[src/rtl/axis_slave.sv]
// AXI4-Stream sink: accepts beats on tvalid/tready, tracks packets with tlast and
// holds the most recently accepted payload on data_out.
module axis_slave #(
   parameter int unsigned DATA_WIDTH = 8,
   parameter int unsigned GAP_CYCLES = 1
) (
   input  logic                  s_axis_aclk,
   input  logic                  s_axis_arstn,
   input  logic [DATA_WIDTH-1:0] s_axis_tdata,
   input  logic                  s_axis_tvalid,
   input  logic                  s_axis_tlast,
   output logic [DATA_WIDTH-1:0] data_out,
   output logic                  s_axis_tready
);

   localparam int unsigned GapW = (GAP_CYCLES > 1) ? $clog2(GAP_CYCLES) : 1;
   localparam logic [GapW-1:0] GapLast = (GAP_CYCLES > 1) ? GapW'(GAP_CYCLES - 1) : '0;

   typedef enum logic [1:0] {
      StIdle,
      StActive,
      StGap
   } state_e;

   state_e          state_q;
   logic [GapW-1:0] gap_cnt_q;
   logic [15:0]     beat_cnt_q;
   logic            handshake;

   // tready is registered, so acceptance never depends combinationally on tvalid.
   assign handshake = s_axis_tvalid & s_axis_tready;

   // Reset input is active-high despite its name.
   always_ff @(posedge s_axis_aclk or posedge s_axis_arstn) begin
      if (s_axis_arstn) begin
         state_q       <= StIdle;
         s_axis_tready <= 1'b0;
         data_out      <= '0;
         gap_cnt_q     <= '0;
         beat_cnt_q    <= '0;
      end else begin
         case (state_q)
            StIdle, StActive: begin
               s_axis_tready <= 1'b1;
               if (handshake) begin
                  data_out <= s_axis_tdata;
                  if (s_axis_tlast) begin
                     beat_cnt_q <= '0;
                     if (GAP_CYCLES == 0) begin
                        state_q <= StIdle;
                     end else begin
                        state_q       <= StGap;
                        s_axis_tready <= 1'b0;
                        gap_cnt_q     <= '0;
                     end
                  end else begin
                     state_q <= StActive;
                     if (beat_cnt_q != 16'hffff) begin
                        beat_cnt_q <= beat_cnt_q + 16'd1;
                     end
                  end
               end
            end
            StGap: begin
               if (gap_cnt_q == GapLast) begin
                  state_q       <= StIdle;
                  s_axis_tready <= 1'b1;
                  gap_cnt_q     <= '0;
               end else begin
                  gap_cnt_q <= gap_cnt_q + 1'b1;
               end
            end
            default: begin
               state_q       <= StIdle;
               s_axis_tready <= 1'b0;
            end
         endcase
      end
   end

endmodule

[config.mk]
export PLATFORM = sky130hd
export DESIGN_NAME = axis_slave
export DESIGN_NICKNAME = d
export VERILOG_FILES = /design/src/rtl/axis_slave.sv
export SDC_FILE = /design/constraint.sdc
export NUM_CORES = 1
export LEC_CHECK = 0
export CELL_PAD_IN_SITES_DETAIL_PLACEMENT = 1
export CELL_PAD_IN_SITES_GLOBAL_PLACEMENT = 2
export CORE_MARGIN = 8
export CORE_UTILIZATION = 26
export CTS_BUF_LIST = sky130_fd_sc_hd__clkbuf_8
export DETAILED_ROUTE_END_ITERATION = 12
export PLACE_DENSITY = 0.87
export SYNTH_ARGS = -nofsm -noshare
export SYNTH_HDL_FRONTEND = slang
export SYNTH_SLANG_ARGS = --single-unit
export TNS_END_PERCENT = 30
[constraint.sdc]
create_clock -name s_axis_aclk -period 1.3 [get_ports s_axis_aclk]
set_input_delay 0.26 -clock s_axis_aclk [delete_from_list [all_inputs] [get_ports s_axis_aclk]]
set_output_delay 0.26 -clock s_axis_aclk [all_outputs]
set_load 0.1 [all_outputs]
==> flow_metrics.env, run 1 <==
export IMPL_status="finished, final reports clean"
export IMPL_drt_vias_per_instance=4.609
export IMPL_post_place_cells=65
export IMPL_yosysWarnings=0
export IMPL_p_per_area_nw_per_um2=2048
export IMPL_dpl_hpwl_um=833.5
export IMPL_synth_area_leaders="dfrtp_1, mux2_4, buf_6, o2bb2a_1, a311oi_1"
export IMPL_setup_violations=0
export IMPL_synth_seq_area_share_pct=61.28
export IMPL_synth_top_area_cell="dfrtp_1"
export IMPL_finalHoldViolCount=0
export IMPL_swShare_pct=42.44
export IMPL_antenna_left=0
export IMPL_min_period_over_period_pct=95.85
export IMPL_synth_seq_cells=11
export IMPL_clock_skew_ns=0.004044
export IMPL_die_x_um=57.57
export IMPL_fmaxAchievable_ghz=0.8025
export IMPL_core_rowCount=15
export IMPL_cp_data_arrival_time_ns=1.37
export IMPL_maxCapViolCount=0
export IMPL_die_area_um2=3314
export IMPL_drt_first_iter_violations=0
export IMPL_final_cells=69
export IMPL_coreArea_um2=1670
export IMPL_dpl_instance_area_um2=768.2
export IMPL_drv_slew=0
export IMPL_insertion_delay_ns=0.24
export IMPL_hp_class="primary input to asynchronous set/reset pin"
export IMPL_p_comb_share_pct=50.7
export IMPL_layout_drive_gt1_share_pct=44.23
export IMPL_track_usage_pct=8.161
export IMPL_vias=318
export IMPL_syn_inst=27
export IMPL_vdd_drop_max_mv=1.033
export IMPL_grt_max_degree=12
export IMPL_die_h_um=57.57
export IMPL_dp_slack_ns=-0.1909
export IMPL_path_class="primary input to flip-flop"
export IMPL_intPower_mw=0.9586
export IMPL_gp_congestion=0.6228
export IMPL_grt_remaining_overflow=0
export IMPL_yosysMostFrequentCell="dfrtp_1"
export IMPL_p_leak_nw=0.3824
export IMPL_drt_wirelength_per_cell_um=16.06
export IMPL_cts_tree="done"
export IMPL_cts_resized=0
export IMPL_synth_flop_cell="dfrtp_1"
export IMPL_synthTopCellsByCount="dfrtp_1, mux2_4, inv_1"
export IMPL_synth_top_area_share_pct=61.28
export IMPL_grt_pass1_wl_um=1952
export IMPL_cts_reportedPaths_clkPinSlew_ns=0.05
export IMPL_syn_to_final_growth_pct=81.06
export IMPL_clk_path_buf_depth=2
export IMPL_antenna_found_initial=0
export IMPL_worst_slack_ns=0.05389
export IMPL_remaining_drc_errors=0
export IMPL_final_nets=65
export IMPL_cts_buffers_inserted=3
export IMPL_synth_area_per_cell_um2=16.64
export IMPL_seqPwrFrac_pct=29.1
export IMPL_first_pass_iters=1
export IMPL_grt_pass1_vias=395
export IMPL_start_kind="primary input"
export IMPL_clkPwrFrac_pct=20.2
export IMPL_synth_cell_type_count=9
export IMPL_netlist_area_um2=449.2
export IMPL_power_switching_mw=0.7067
export IMPL_root_buffer="clkbuf_8"
export IMPL_crit_path_end_kind="flip-flop"
export IMPL_syn_nets=39
export IMPL_final_area_um2=813.3
export IMPL_synth_edf_count=0
export IMPL_max_slew_margin_pct=71.35
export IMPL_initial_core_util_pct=26.89
export IMPL_n_antenna_cell=0
export IMPL_critPathMaxFanout=7
export IMPL_htreeDepth=1
export IMPL_rsz0062_at_grt="true"
export IMPL_period_needed_ns=1.246
export IMPL_portBuffers=20
export IMPL_cts_sinks=11
export IMPL_worst_slew_pin_transition_ns=0.4293
export IMPL_io_pins=21
export IMPL_crit_required_ns=1.42
export IMPL_ys_async_sr_fraction_pct=100.0
export IMPL_wl_um=1108
## flip-flops by register name, summed over array words and instances, names as in the netlist
| register | cells |
|---|---|
| data_out | 8 |
| s_axis_tready | 1 |
| state_q | 2 |
## cells in the final DEF (no fill, tap or decap)
cell type        count
inv_1                3
a311oi_1             1
buf_4                2
buf_12               9
nor2_1               1
a21oi_1              1
dfrtp_4              1
nand3b_1             1
mux2_4               8
o2bb2a_1             1
clkdlybuf4s50_1     11
clkbuf_8             3
dfrtp_1             10
## through the flow
stage | utilization, % | hold WS (ns) | power, mW | TNS, ns
6_report | 48.69 | 0.3146 | 1.665 | 0
5_1_grt | 48.69 | 0.3575 | 1.735 | -0.003555
4_1_cts | 48.69 | 0.3266 | 1.687 | 0
3_5_place_dp | 45.99 | 0.4435 | 1.338 | -1.627
3_3_place_gp | 45.99 | 0.4397 | 1.331 | -1.356
2_1_floorplan | - | 0.1125 | 0.9949 | -0.2760
## layout make-up
| cell class | count | area (um^2) |
|---|---|---|
| Fill cell | 157 | 857.1 |
| Timing Repair Buffer | 22 | 305.3 |
| Sequential cell | 11 | 279.0 |
| Multi-Input combinational cell | 13 | 155.1 |
| Clock buffer | 3 | 41.29 |
| Tap cell | 17 | 21.27 |
| Inverter | 2 | 7.507 |
| Clock inverter | 1 | 3.754 |
## final timing paths
| path | startpoint | endpoint | slack [ns] | cells past startpoint |
|---|---|---|---|---|
| worst min register to register | state_q[1] | state_q[0] | 0.44 | 1 |
| worst max-delay path | s_axis_tvalid | data_out[2] | 0.05 | 4 |
| worst min-delay path | s_axis_arstn | s_axis_tready | 0.31 | 2 |
| min in group s_axis_aclk | state_q[1] | state_q[0] | 0.44 | 1 |
| worst max register to register | s_axis_tready | data_out[2] | 0.07 | 3 |
| max in group asynchronous | s_axis_arstn | s_axis_tready | 0.65 | 2 |
## layer usage
layer / global-route usage [%] / wire length, um / vias up / part of all wire, %
li1: - / - / 143 / -
met5: 0 / 0 / - / 0
met3: 4.933 / 123 / 4 / 11
met2: 10.29 / 455 / 20 / 41
met4: 8.571 / 43 / 0 / 3.9
met1: 8.763 / 485 / 151 / 44
## critical path, stage by stage
cell and delay, ns:
clkdlybuf4s50_1 0.51, nand3b_1 0.11, buf_4 0.19, mux2_4 0.30
## power groups by stage
stage	registers (mW)	logic (mW)	clock network, mW
after floorplan	0.869	0.125	0
after global placement	0.489	0.843	0
after detailed placement	0.486	0.852	0
after CTS	0.486	0.852	0.348
after global routing	0.495	0.871	0.369
final	0.485	0.844	0.336
## logic make-up after synthesis
family                 Yosys count  share of synthesized area [%]
and+or+nand+nor                  2                          2.507
buffers and inverters            3                          4.179
muxes                            8                          26.74
AOI/OAI and AO/OA                3                          5.292
DFF                             11                          61.28
## timing repair
| item | in CTS | in global routing |
|---|---|---|
| setup buffers | 0 | 0 |
| hold buffers | 0 | 0 |
| setup endpoints to repair | 0 | 1 |
(Power assumes the default switching activity.)
==> inputs of run 2 (changes only) <==
REMOVE_ABC_BUFFERS = 1   (was default)
SLEW_MARGIN = 30   (was default)
==> flow_metrics.env, run 2 (synthesis gave the netlist of run 1 again) <==
export IMPL_period_needed_ns=1.195
export IMPL_cts_sinks=11
export IMPL_coreArea_um2=1670
export IMPL_post_cts_setup_buffers=0
export IMPL_top_register="data_out"
export IMPL_initial_core_util_pct=26.89
export IMPL_syn_to_final_growth_pct=81.89
export IMPL_cts_reportedPaths_clkPinSlew_ns=0.05
export IMPL_crit_path_end_kind="flip-flop"
export IMPL_clock_skew_ns=0.0009416
export IMPL_wl_um=1119
export IMPL_fmaxAchievable_ghz=0.8366
export IMPL_die_h_um=57.57
export IMPL_insertion_delay_ns=0.24
export IMPL_setup_violations=0
export IMPL_n_antenna_cell=0
export IMPL_layout_drive_gt1_share_pct=43.40
export IMPL_final_area_um2=817.0
export IMPL_hold_buffers=0
export IMPL_vias=320
export IMPL_drt_vias_per_instance=4.571
export IMPL_layout_common_cells="dfrtp_1, clkdlybuf4s50_1, buf_12"
export IMPL_largest_reg_flops=8
export IMPL_critPathMaxFanout=10
export IMPL_grt_max_degree=12
export IMPL_remaining_drc_errors=0
export IMPL_cp_data_arrival_time_ns=1.32
export IMPL_finalHoldViolCount=0
export IMPL_final_core_util_pct=48.91
export IMPL_cts_tree="done"
export IMPL_clk_path_buf_depth=2
export IMPL_status="finished, final reports clean"
export IMPL_worst_slew_pin_transition_ns=0.4265
export IMPL_drt_first_iter_violations=0
export IMPL_p_leak_nw=0.3874
export IMPL_min_period_over_period_pct=91.95
export IMPL_path_class="primary input to flip-flop"
export IMPL_grt_remaining_overflow=0
export IMPL_drv_slew=0
export IMPL_final_nets=66
export IMPL_io_pins=21
export IMPL_maxCapViolCount=0
export IMPL_first_pass_iters=1
export IMPL_largest_registers="data_out x8, state_q x2, s_axis_tready x1"
export IMPL_grt_pass1_wl_um=1959
export IMPL_core_rowCount=15
export IMPL_max_slew_margin_pct=71.54
export IMPL_rsz0062_at_grt="false"
export IMPL_antenna_left=0
export IMPL_cts_resized=0
export IMPL_grt_pass1_vias=380
export IMPL_dpl_hpwl_um=876
export IMPL_start_kind="primary input"
export IMPL_dpl_instance_area_um2=772.0
export IMPL_p_per_area_nw_per_um2=2040
export IMPL_track_usage_pct=7.897
export IMPL_gp_congestion=0.6488
export IMPL_vdd_drop_max_mv=0.6635
export IMPL_worst_slack_ns=0.1046
export IMPL_hp_class="primary input to asynchronous set/reset pin"
export IMPL_dp_slack_ns=-0.1542
export IMPL_drt_wirelength_per_cell_um=15.99
export IMPL_htreeDepth=1
export IMPL_p_total_mw=1.667
export IMPL_crit_required_ns=1.42
export IMPL_root_buffer="clkbuf_8"
export IMPL_whs_ns=0.3181
export IMPL_antenna_found_initial=0
export IMPL_die_area_um2=3314
export IMPL_cts_buffers_inserted=3
export IMPL_portBuffers=20
export IMPL_die_x_um=57.57
==> run 2: power breakdown <==
part | internal (mW) | switching (mW) | total [mW]
Sequential | 0.408 | 0.0694 | 0.478
Clock | 0.208 | 0.132 | 0.340
Combinational | 0.343 | 0.507 | 0.849
==> run 2: metal layers <==
layer	routed length, um	GRT usage [%]
met5	0	0
met4	21	4.286
met3	104	4.260
met2	560	11.74
met1	433	8.797
==> run 2: area by class of cell <==
cell class	count	area, um^2
Tap cell	17	21.27
Multi-Input combinational cell	13	155.1
Timing Repair Buffer	23	312.8
Fill cell	163	853.3
Inverter	2	7.507
Sequential cell	11	275.3
Clock inverter	1	3.754
Clock buffer	3	41.29
==> run 2: path summary, 6_finish.rpt <==
check / startpoint / depth (start not counted) / slack, ns / endpoint
max reg2reg: state_q[1] / 3 / 0.14 / data_out[4]
min reg2reg: state_q[1] / 1 / 0.47 / state_q[0]
max: s_axis_tvalid / 4 / 0.10 / data_out[4]
min in group s_axis_aclk: state_q[1] / 1 / 0.47 / state_q[0]
max in group asynchronous: s_axis_arstn / 2 / 0.69 / data_out[2]
min: s_axis_arstn / 2 / 0.32 / state_q[1]
==> run 2: critical path, stage by stage <==
cell and delay (ns):
clkdlybuf4s50_1 0.48, nand3b_1 0.08, buf_4 0.19, mux2_4 0.30
==> run 2: through the flow <==
step / setup TNS, ns / std cells
2_1_floorplan: -7.496 / 26
6_report: 0 / 70
5_1_grt: 0 / 70
4_1_cts: 0 / 70
3_5_place_dp: -1.325 / 66
3_3_place_gp: -1.181 / 66
